## src/rtl/s820_bist_ctrl.sv

```systemverilog
// BIST sequencer for the s820 benchmark: an 18-bit LFSR drives the circuit
// inputs and a 19-bit MISR compacts its outputs into a signature.
module s820_bist_ctrl #(
    parameter int NPAT = 256
) (
    input  logic        ck,
    input  logic        rst,
    input  logic        start,
    input  logic        abort,
    input  logic [17:0] seed,
    input  logic [18:0] golden,
    output logic [17:0] dut_in,
    input  logic [18:0] dut_out,
    output logic        busy,
    output logic        done,
    output logic [18:0] signature,
    output logic        pass
);

    typedef enum logic [2:0] {
        IDLE,
        INIT,
        RUN,
        FLUSH,
        DONE
    } state_t;

    localparam logic [15:0] LAST_PAT = 16'(NPAT - 1);
    localparam logic [18:0] MISR_POLY = 19'h00027;

    state_t      state;
    state_t      next_state;
    logic [17:0] lfsr;
    logic [17:0] lfsr_n;
    logic [18:0] misr;
    logic [18:0] misr_n;
    logic [15:0] cnt;
    logic [15:0] cnt_n;
    logic [18:0] misr_step;
    logic [17:0] lfsr_step;

    assign lfsr_step = {lfsr[16:0], lfsr[17] ^ lfsr[10]};
    assign misr_step = ({misr[17:0], 1'b0} ^ (misr[18] ? MISR_POLY : 19'h00000)) ^ dut_out;

    // Abort wins over everything while busy and discards the rest of the run.
    always_comb begin
        next_state = state;
        lfsr_n     = lfsr;
        misr_n     = misr;
        cnt_n      = cnt;
        case (state)
            IDLE, DONE: begin
                if (start) begin
                    next_state = INIT;
                    lfsr_n     = (seed == 18'h00000) ? 18'h00001 : seed;
                    misr_n     = '0;
                    cnt_n      = '0;
                end
            end
            INIT: begin
                next_state = abort ? IDLE : RUN;
            end
            RUN: begin
                if (abort) begin
                    next_state = IDLE;
                end else begin
                    misr_n = misr_step;
                    lfsr_n = lfsr_step;
                    if (cnt == LAST_PAT) begin
                        next_state = FLUSH;
                    end else begin
                        cnt_n = cnt + 16'd1;
                    end
                end
            end
            FLUSH: begin
                if (abort) begin
                    next_state = IDLE;
                end else begin
                    misr_n     = misr_step;
                    next_state = DONE;
                end
            end
            default: begin
                next_state = IDLE;
            end
        endcase
    end

    // Status flags are registered from the next state so they line up with it.
    always_ff @(posedge ck or posedge rst) begin
        if (rst) begin
            state <= IDLE;
            lfsr  <= 18'h00001;
            misr  <= '0;
            cnt   <= '0;
            busy  <= 1'b0;
            done  <= 1'b0;
        end else begin
            state <= next_state;
            lfsr  <= lfsr_n;
            misr  <= misr_n;
            cnt   <= cnt_n;
            busy  <= (next_state == INIT) || (next_state == RUN) || (next_state == FLUSH);
            done  <= (next_state == DONE);
        end
    end

    // G18 (bit 17) is the circuit's synchronous clear, pulsed only in INIT.
    always_comb begin
        dut_in = 18'h00000;
        case (state)
            INIT:    dut_in = 18'h20000;
            RUN:     dut_in = {1'b0, lfsr[16:0]};
            default: dut_in = 18'h00000;
        endcase
    end

    assign signature = misr;
    assign pass      = done && (misr == golden);

endmodule
```

## config.mk

```make
export PLATFORM = sky130hd
export DESIGN_NAME = s820_bist_ctrl
export DESIGN_NICKNAME = d
export VERILOG_FILES = /design/src/rtl/s820_bist_ctrl.sv
export SDC_FILE = /design/constraint.sdc
export NUM_CORES = 1
export LEC_CHECK = 0
export CORE_ASPECT_RATIO = 1.5
export CORE_MARGIN = 4
export CORE_UTILIZATION = 40
export DETAILED_ROUTE_END_ITERATION = 6
export HOLD_SLACK_MARGIN = 0.02
export PLACE_DENSITY_LB_ADDON = 0.25
export SKIP_CTS_REPAIR_TIMING = 1
export SLEW_MARGIN = 10
export SYNTH_ARGS = -nofsm -noshare
export SYNTH_HDL_FRONTEND = slang
export SYNTH_SLANG_ARGS = --single-unit
```

## constraint.sdc

```tcl
create_clock -name ck -period 2.27 [get_ports ck]
set_clock_uncertainty 0.2 [all_clocks]
set_input_delay 0.227 -clock ck [delete_from_list [all_inputs] [get_ports ck]]
set_output_delay 0.227 -clock ck [all_outputs]
set_load 0.1 [all_outputs]
```

==> results of run 1 <==
==> synthesized netlist by cell type (all sizes together), types with 2 or more instances <==
master	number
nand4	7
nand2	23
dfrtp	57
a31oi	2
nand3	7
a221o	4
xnor2	14
o31ai	12
or3b	2
o21ai	17
a22o	20
clkbuf	15
xor2	28
or4	12
and4	3
and3	2
inv	3
nor2	9
nor3b	4
o41ai	3
nor4	9
buf	7
nor3	2
a21oi	25
and2	22
==> power by group through the flow <==
stage	logic, mW	registers (mW)	clock network, mW
final	1.62	1.39	1.40
after detailed placement	1.59	1.41	0
after global placement	1.58	1.40	0
after global routing	1.71	1.41	1.49
after floorplan	0.648	1.83	0
after CTS	1.59	1.39	1.44
==> stage by stage <==
| step | utilization (%) | instances | TNS [ns] | hold slack (ns) | cell area, um^2 |
|---|---|---|---|---|---|
| after floorplan | - | 320 | -0.246 | 0.0934 | 3280 |
| after global placement | 60.2 | 523 | 0 | 0.255 | 4640 |
| after detailed placement | 60.2 | 523 | -0.165 | 0.263 | 4640 |
| after CTS | 64.3 | 539 | -0.163 | 0.0958 | 4960 |
| after global routing | 65.1 | 543 | -0.0250 | 0.136 | 5020 |
| final | 65.1 | 543 | 0 | 0.0751 | 5020 |
==> how the worst min path moves through the flow <==
| stage | start | endpoint | slack [ns] | cells past startpoint |
|---|---|---|---|---|
| final | rst | signature[1]$_DFFE_PP0P_ | 0.08 | 3 |
| after global routing | rst | signature[1]$_DFFE_PP0P_ | 0.14 | 3 |
| after CTS | rst | cnt[10]$_DFFE_PP0P_ | 0.1 | 3 |
| after detailed placement | lfsr[3]$_DFFE_PP0P_ | lfsr[3]$_DFFE_PP0P_ | 0.26 | 2 |
| after global placement | lfsr[8]$_DFFE_PP0P_ | lfsr[8]$_DFFE_PP0P_ | 0.25 | 2 |
| after floorplan | abort | state[1]$_DFF_PP0_ | 0.09 | 1 |
==> area by class of cell <==
class                           count  area (um^2)  area share [%]
Timing Repair Buffer              127         1380            27.4
Clock inverter                      1         30.0           0.598
Inverter                            3         11.3           0.224
Tap cell                          102          128            2.54
Sequential cell                    58         1480            29.4
Clock buffer                       15          288            5.73
Multi-Input combinational cell    237         1710            34.0
==> metal layers <==
| layer | track usage [%] | wire length (um) | up-vias |
|---|---|---|---|
| met5 | 0 | 0 | - |
| met4 | 9.41 | 224 | 0 |
| met3 | 3.98 | 571 | 13 |
| met2 | 32.0 | 4430 | 91 |
| met1 | 22.2 | 3570 | 1371 |
| li1 | - | - | 1415 |
==> flip-flops by register name (all words and copies together) (netlist names) <==
name and flops:
busy 1, cnt 16, done 1, lfsr 18
signature 19, state 3
==> critical path, delay by kind of cell, from the launching register on <==
family        cells  cell delay [ns]
simple gates      3             0.70
flops             1             0.43
buf+inv           1             0.20
xor+xnor          1             0.18
==> logic make-up (layout without fill, tap and decap cells) <==
family | after synthesis | in the layout | share of synthesized area, %
muxes | 2 | 2 | 0.779
and+or+nand+nor | 105 | 105 | 19.6
xor gates and xnor gates | 42 | 42 | 11.5
AOI/OAI and AO/OA | 87 | 87 | 18.7
adders and majority gates | 1 | 1 | 0.389
buffers and inverters | 25 | 146 | 3.78
DFF | 58 | 58 | 45.2
==> summary.md, run 1 <==
| Metric | Value |
|---|---|
| Antenna Nets Post-Route | 0 |
| Synth warn | 0 |
| Worst path cell trace | xor2_1 -> nor4_2 -> nand3_1 -> nor3_4 -> buf_12 |
| Clock share of power | 31.8% |
| Gp weighted congestion | 0.799 |
| Worst hold-check path type | input pin to async pin |
| Cell internal pwr | 2.77 mW |
| Die height | 118 um |
| Top cells by area, synth | dfrtp_1, xor2_1, a22o_1 |
| Initial antenna violation count | 0 |
| FMAX | 441 MHz |
| CTS Root Buffer Type | clkbuf_16 |
| CTS Buffer Depth | 2 |
| Maximum vdd ir drop | 0.456 mV |
| Yosys top cell by area | dfrtp_1 |
| Initial Util | 41.7% |
| Slew @ Worst Pin | 0.612 ns |
| Drt wl/cell | 16.2 um |
| Share of layout cells above drive strength 1 | 29.9% |
| Post-place setup slack | -0.0613 ns |
| Num rows | 39 |
| R2r setup slk | 0.10 ns |
| Setup crit start kind | flop |
| Mapped Cells | 320 |
| Hpwl dp | 6.45 mm |
| Final setup viols | 0 |
| Clk Latency, worst-skew pair | 0.32 ns |
| Synth unique cells | 45 |
| Commonest non-fill, non-tap cell in the layout | clkdlybuf4s50_1 |
| Worst Path Arrival | 1.84 ns |
| Largest net degree at the start of global routing | 59 |
| Synth Flop Type | dfrtp_1 |
| Synthesized area | 3210 um^2 |
| Reg-to-reg startpoint | cnt[11]$_DFFE_PP0P_ |
| Die X | 81.2 um |
| Rel. slew slack | 59.2% |
| Worst path slowest cell | dfrtp_2 |
| Syn_area_per_cell | 10.0 um^2 |
| Worst setup endpoint | pass |
| Gate power share | 36.8% |
| Critical Setup Path Class | flop to output pin |
| P_leak | 2.17 nW |
| Max FO, Critical Path | 4 |
| Fin. max-slew vios | 0 |
| PD cells | 879 nW/um^2 |
| H-tree level count | 3 |
| Seq pwr share | 31.4% |
| Endpoints failing hold | 0 |
| DR DRC count | 0 |
| Async set-reset flop share out of synthesis | 100% |
| Filler cells | 610 |
| Crit path capture type | output pin |
| Switching share of power | 37.3% |
| Sequential fraction of the synthesis area | 45.2% |
| Number of DRC markers in iteration 0 | 68 |
| MaxCap Viol Count | 0 |
| Layout Nets | 497 |
| Reg2Reg Depth | 5 |
| Core Area | 7710 um^2 |
| CTS tree | yes |
| Crit path time final | 2.27 ns |
| RSZ-0062 raised after global routing | true |
| Vias in the first global route | 2987 |
| Seq cells post-synth | 58 |
| DRT Wirelength | 8.79 mm |
| Critical path origin | signature[11]$_DFFE_PP0P_ |
| Antenna cell count | 0 |
| FF-to-FF End | cnt[0]$_DFFE_PP0P_ |
| GRT Total Usage | 19.0% |
| Power Total | 4.41 mW |
| Via-per-instance ratio | 5.32 |
| Clk sink count | 58 |
| Grt ovf | 0 |
| Vias | 2890 |
| CTS clk-pin slew, worst paths | 0.05 ns |
| Pre-antenna DRT Iters | 4 |
| Most frequent cells in the layout | clkdlybuf4s50_1, buf_4, dfrtp_1 |
| First-pass GRT wire length | 14.2 mm |
| Top-area cell type share of the netlist area | 44.4% |
| Number of I/O pins | 100 |
| Critical Path RT | 1.84 ns |
| Area added between synthesis and finish | 56.3% |
| EDFF count, synth | 0 |
| I/O Buffers | 99 |
| Status | finished clean |
| Full die area | 9560 um^2 |
| Period utilization | 99.9% |
| Syn Nets | 381 |
| NetSw | 1.65 mW |
| Final worst slack | 0.00275 ns |
| Max incr delay on CP | 0.43 ns |
| Num CTS Buffers | 9 |
Power figures use the tool's default switching activity.
==> run 2: changes to the inputs <==
- PLACE_DENSITY: default -> 0.7
- PLACE_DENSITY_LB_ADDON: 0.25 -> default
- SETUP_SLACK_MARGIN: default -> 0.15
- clock period: 2.27 -> 2.2 ns (I/O delays scaled with it)
==> summary.md, run 2 (synthesized netlist as in run 1, its figures left out) <==
| Metric | Value |
|---|---|
| FMAX | 449 MHz |
| Critical Setup Path Class | flop to output pin |
| Antenna Nets Post-Route | 0 (unchanged) |
| Grt ovf | 0 (unchanged) |
| Initial Util | 41.7% (unchanged) |
| Max FO, Critical Path | 4 (unchanged) |
| Max FFs per register | 19 (unchanged) |
| Setup crit start kind | flop |
| GRT Total Usage | 20.1% (+1.1 points) |
| Antenna cell count | 0 (unchanged) |
| MaxCap Viol Count | 0 (unchanged) |
| Period utilization | 101% |
| Violated checks | setup timing |
| Drt wl/cell | 18.0 um (+11%) |
| Core Util, Final | 72.8% (+7.8 points) |
| Die height | 118 um (unchanged) |
| Reg-to-reg startpoint | cnt[11]$_DFFE_PP0P_ |
| Slew @ Worst Pin | 0.502 ns (-0.110 ns) |
| Critical Path RT | 1.78 ns (-0.06 ns) |
| Clk sink count | 58 (unchanged) |
| I/O Buffers | 99 (unchanged) |
| Fin. max-slew vios | 0 (unchanged) |
| CTS Root Buffer Type | clkbuf_16 |
| Vias in the first global route | 3131 (+4.8%) |
| Number of I/O pins | 100 (unchanged) |
| Initial antenna violation count | 0 (unchanged) |
| H-tree level count | 3 (unchanged) |
| FF-to-FF End | cnt[0]$_DFFE_PP0P_ |
| Crit path time final | 2.23 ns |
| Largest net degree at the start of global routing | 59 (unchanged) |
| Power Total | 4.61 mW (+4.4%) |
| P_leak | 2.45 nW (+13%) |
| Num rows | 39 (unchanged) |
| Commonest non-fill, non-tap cell in the layout | buf_4 |
| DRT Wirelength | 10.6 mm (+21%) |
| Final setup viols | 1 (+1) |
| Reg2Reg Depth | 5 (unchanged) |
| Crit path capture type | output pin |
| R2r setup slk | 0.02 ns (-0.08 ns) |
| Number of DRC markers in iteration 0 | 133 (+96%) |
| Core Area | 7710 um^2 (unchanged) |
| Post-place setup slack | -0.106 ns (-0.0449 ns) |
| Vias | 3217 (+11%) |
| Layout Nets | 543 (+9.3%) |
| Die X | 81.2 um (unchanged) |
| Maximum vdd ir drop | 0.473 mV (+3.8%) |
| Full die area | 9560 um^2 (unchanged) |
| Most frequent cells in the layout | buf_4, clkdlybuf4s50_1, dfrtp_1 |
| Hpwl dp | 6.96 mm (+7.8%) |
| CTS tree | yes |
| Share of layout cells above drive strength 1 | 43.3% (+13 points) |
| Num CTS Buffers | 9 (unchanged) |
| RSZ-0062 raised after global routing | true |
| Endpoints failing hold | 0 (unchanged) |
| Status | finished with violations |
| Filler cells | 558 (-8.5%) |
| CTS clk-pin slew, worst paths | 0.05 ns (about the same) |
| Area added between synthesis and finish | 74.9% |
| Worst Path Arrival | 1.81 ns (-0.03 ns) |
| Pre-antenna DRT Iters | 4 (unchanged) |
| Rel. slew slack | 66.5% (+7.3 points) |
| Gp weighted congestion | 0.881 (+10%) |
| PD cells | 820 nW/um^2 (-6.7%) |
| Final worst slack | -0.0296 ns (-0.0324 ns) |
| Clk Latency, worst-skew pair | 0.32 ns (about the same) |
| DR DRC count | 0 (unchanged) |
| First-pass GRT wire length | 15.1 mm (+6.1%) |
| CTS Buffer Depth | 2 (unchanged) |
| Worst hold-check path type | input pin to async pin |
| Final TNS setup | -0.0296 ns (-0.0296 ns) |
| Via-per-instance ratio | 5.46 (+2.6%) |
-- run 2: cell types whose count changed in the layout (fill, tap and decap cells not counted), moves of 6 or more --
cell | previous run | this run
or4_1 | 11 | 5
buf_4 | 46 | 69
and2_4 | 1 | 17
and2_2 | 9 | 0
buf_6 | 0 | 21
o31ai_1 | 11 | 4
a21oi_2 | 0 | 7
and2_1 | 12 | 5
a21oi_1 | 25 | 18
or4_4 | 1 | 7
-- run 2: final cells by class --
cell class,instances,area [um^2],area share [%]
Clock buffer,13,250,4.46
Clock inverter,3,15.0,0.267
Inverter,3,11.3,0.200
Multi-Input combinational cell,238,1930,34.3
Sequential cell,58,1480,26.4
Tap cell,102,128,2.27
Timing Repair Buffer,172,1810,32.1
-- run 2: layer usage --
metal	global-route usage [%]	part of all wire, %	vias to the layer above
li1	-	-	1510
met1	21.9	36	1553
met2	36.0	54	134
met3	4.82	8.2	20
met4	8.25	1.9	0
met5	0	0	-
-- run 2: critical path, cell delays in order (launching register included) --
cell and delay (ns):
dfrtp_2 0.43, xor2_1 0.16, nor4_1 0.31, nand3_1 0.20
nor3_4 0.19, buf_12 0.20
-- run 2: report_power, final --
part	internal, mW	total [mW]	switching, mW
combinational	0.748	1.93	1.18
sequential	1.26	1.43	0.167
clock	0.786	1.25	0.462
-- run 2: how the worst max path moves through the flow --
stage                              start             endpoint  slack, ns
2_1_floorplan  signature[18]$_DFFE_PP0P_                 pass      -0.31
6_report       signature[11]$_DFFE_PP0P_                 pass      -0.03
4_1_cts         signature[3]$_DFFE_PP0P_                 pass      -0.15
5_1_grt        signature[11]$_DFFE_PP0P_                 pass      -0.11
3_5_place_dp                       start  cnt[11]$_DFFE_PP0P_      -0.11
3_3_place_gp                       start  cnt[11]$_DFFE_PP0P_      -0.07
-- run 2: through the flow --
| stage | hold WS (ns) | instances | area, um^2 |
|---|---|---|---|
| after global placement | 0.252 | 528 | 4710 |
| after detailed placement | 0.261 | 528 | 4710 |
| after global routing | 0.104 | 589 | 5620 |
| after floorplan | 0.0864 | 320 | 3290 |
| final | 0.0731 | 589 | 5620 |
| after CTS | 0.0873 | 544 | 4970 |
==> run 3: changes to the inputs <==
- PLACE_DENSITY: 0.7 -> 0.73
- clock period: 2.2 -> 1.9 ns (I/O delays scaled with it)
==> summary.md, run 3 (synthesized netlist as in run 1, its figures left out) <==
| Metric | Value |
|---|---|
| Share of layout cells above drive strength 1 | 47.8% (+4.4 points) |
| Grt ovf | 0 (unchanged) |
| Full die area | 9560 um^2 (unchanged) |
| DR DRC count | 0 (unchanged) |
| Die height | 118 um (unchanged) |
| Vias | 3337 (+3.7%) |
| Critical Path RT | 1.91 ns (+0.13 ns) |
| Number of DRC markers in iteration 0 | 241 (+81%) |
| R2r setup slk | -0.28 ns (-0.30 ns) |
| Initial antenna violation count | 0 (unchanged) |
| Final setup viols | 38 (+37) |
| Final worst slack | -0.284 ns (-0.255 ns) |
| Endpoints failing hold | 0 (unchanged) |
| CTS Root Buffer Type | clkbuf_16 |
| Largest net degree at the start of global routing | 59 (unchanged) |
| Reg2Reg Depth | 5 (unchanged) |
| I/O Buffers | 99 (unchanged) |
| Hpwl dp | 7.26 mm (+4.4%) |
| Num rows | 39 (unchanged) |
| Violated checks | setup timing |
| PD cells | 964 nW/um^2 (+18%) |
| Initial Util | 41.7% (unchanged) |
| P_leak | 2.59 nW (+6.0%) |
| WHS | 0.0928 ns (+0.0197 ns) |
| CTS clk-pin slew, worst paths | 0.05 ns (about the same) |
| Via-per-instance ratio | 5.60 (+2.5%) |
| FMAX | 458 MHz |
| Gp weighted congestion | 0.775 (-12%) |
| Core Area | 7710 um^2 (unchanged) |
| CTS Buffer Depth | 2 (unchanged) |
| Setup crit start kind | flop |
| Vias in the first global route | 3183 (+1.7%) |
| Design area | 6100 um^2 (+8.6%) |
| MaxCap Viol Count | 0 (unchanged) |
| Maximum vdd ir drop | 0.762 mV (+61%) |
| Post-place setup slack | -0.237 ns (-0.131 ns) |
| FF-to-FF End | cnt[0]$_DFFE_PP0P_ |
| First-pass GRT wire length | 15.1 mm (+0.23%) |
| Worst path cell trace | or4_4 -> nor4_4 -> buf_6 -> o21ai_2 -> mux2_4 |
| Antenna cell count | 0 (unchanged) |
| Critical Setup Path Class | flop to flop |
| Power Total | 5.88 mW (+28%) |
| Drt wl/cell | 20.2 um (+12%) |
| DRT Wirelength | 12.0 mm (+13%) |
| Worst path slowest cell | or4_4 |
| Num CTS Buffers | 9 (unchanged) |
| Commonest non-fill, non-tap cell in the layout | clkdlybuf4s50_1 |
| Worst hold-check path type | input pin to async pin |
| Area added between synthesis and finish | 89.8% |
| Period utilization | 115% |
| Reg-to-reg startpoint | cnt[9]$_DFFE_PP0P_ |
| Max incr delay on CP | 0.58 ns (+0.15 ns) |
| Placement Cell Area | 5190 um^2 (+10%) |
| Clk sink count | 58 (unchanged) |
| Layout Nets | 550 (+1.3%) |
| Worst Path Arrival | 2.19 ns (+0.38 ns) |
| Clk Latency, worst-skew pair | 0.33 ns (about the same) |
| CTS tree | yes |
| Pre-antenna DRT Iters | 4 (unchanged) |
| RSZ-0062 raised after global routing | true |
| Rel. slew slack | 60.5% (-6.0 points) |
| Max FO, Critical Path | 7 (+3) |
| Antenna Nets Post-Route | 0 (unchanged) |
| Max FFs per register | 19 (unchanged) |
| Slew @ Worst Pin | 0.587 ns (+0.0853 ns) |
| GRT Total Usage | 20.4% (+0.34 points) |
| Critical path origin | cnt[9]$_DFFE_PP0P_ |
| Status | finished with violations |
| Core Util, Final | 79.1% (+6.2 points) |
| Finished Layout Cells | 596 (+1.2%) |
| Die X | 81.2 um (unchanged) |
| Crit path capture type | flop |
| Crit path max-delay family | simple AND/OR/NAND/NOR gates |
| CP bufs+invs | 1 (unchanged) |
| H-tree level count | 3 (unchanged) |
| Crit path time final | 2.18 ns |
| Final TNS setup | -6.17 ns (-6.14 ns) |
| Most frequent cells in the layout | clkdlybuf4s50_1, buf_4, buf_12 |
| Fin. max-slew vios | 0 (unchanged) |
| Placed cell count | 551 (+4.4%) |
| Number of I/O pins | 100 (unchanged) |
run 3: changes by cell type in the layout (fill, tap and decap cells not counted), moves of 3 or more:
cell / previous run / this run
nand2_2: 1 / 10
o21ai_2: 1 / 8
clkbuf_16: 9 / 12
buf_12: 23 / 44
o31ai_4: 4 / 1
a21oi_2: 7 / 11
o21ai_1: 1 / 7
nand2_1: 22 / 13
or4_1: 5 / 8
o31ai_1: 4 / 8
or4_4: 7 / 4
o21ai_0: 14 / 0
buf_4: 69 / 47
a21oi_1: 18 / 13
run 3: cell type report:
| cell class | count | area (um^2) |
|---|---|---|
| Clock buffer | 14 | 274 |
| Clock inverter | 2 | 10.0 |
| Fill cell | 437 | 1610 |
| Inverter | 3 | 15.0 |
| Multi-Input combinational cell | 239 | 2000 |
| Sequential cell | 58 | 1480 |
| Tap cell | 102 | 128 |
| Timing Repair Buffer | 178 | 2190 |
run 3: power breakdown:
| part | internal [mW] | switching (mW) | leakage (nW) |
|---|---|---|---|
| combinational | 1.17 | 1.51 | 1.72 |
| clock | 0.983 | 0.540 | 0.143 |
| sequential | 1.46 | 0.214 | 0.734 |
run 3: worst max-delay path by stage:
stage | to | depth (start not counted) | slack (ns)
6_report | cnt[0]$_DFFE_PP0P_ | 5 | -0.28
2_1_floorplan | pass | 5 | -0.58
3_5_place_dp | cnt[11]$_DFFE_PP0P_ | 6 | -0.24
4_1_cts | pass | 5 | -0.32
5_1_grt | cnt[0]$_DFFE_PP0P_ | 5 | -0.31
3_3_place_gp | cnt[11]$_DFFE_PP0P_ | 6 | -0.23
run 3: worst reg2reg max path, stage by stage (launching register included):
cell     delay [ns]
dfrtp_1        0.38
or4_4          0.58
nor4_4         0.35
buf_6          0.19
o21ai_2        0.07
mux2_4         0.31
run 3: metal layers:
metal  GRT usage [%]  vias up  wire (um)
met5               0        -          0
met4            8.56        0        238
met3            7.12       20        880
met2            34.6      151       6480
met1            22.7     1641       4410
li1                -     1525          -
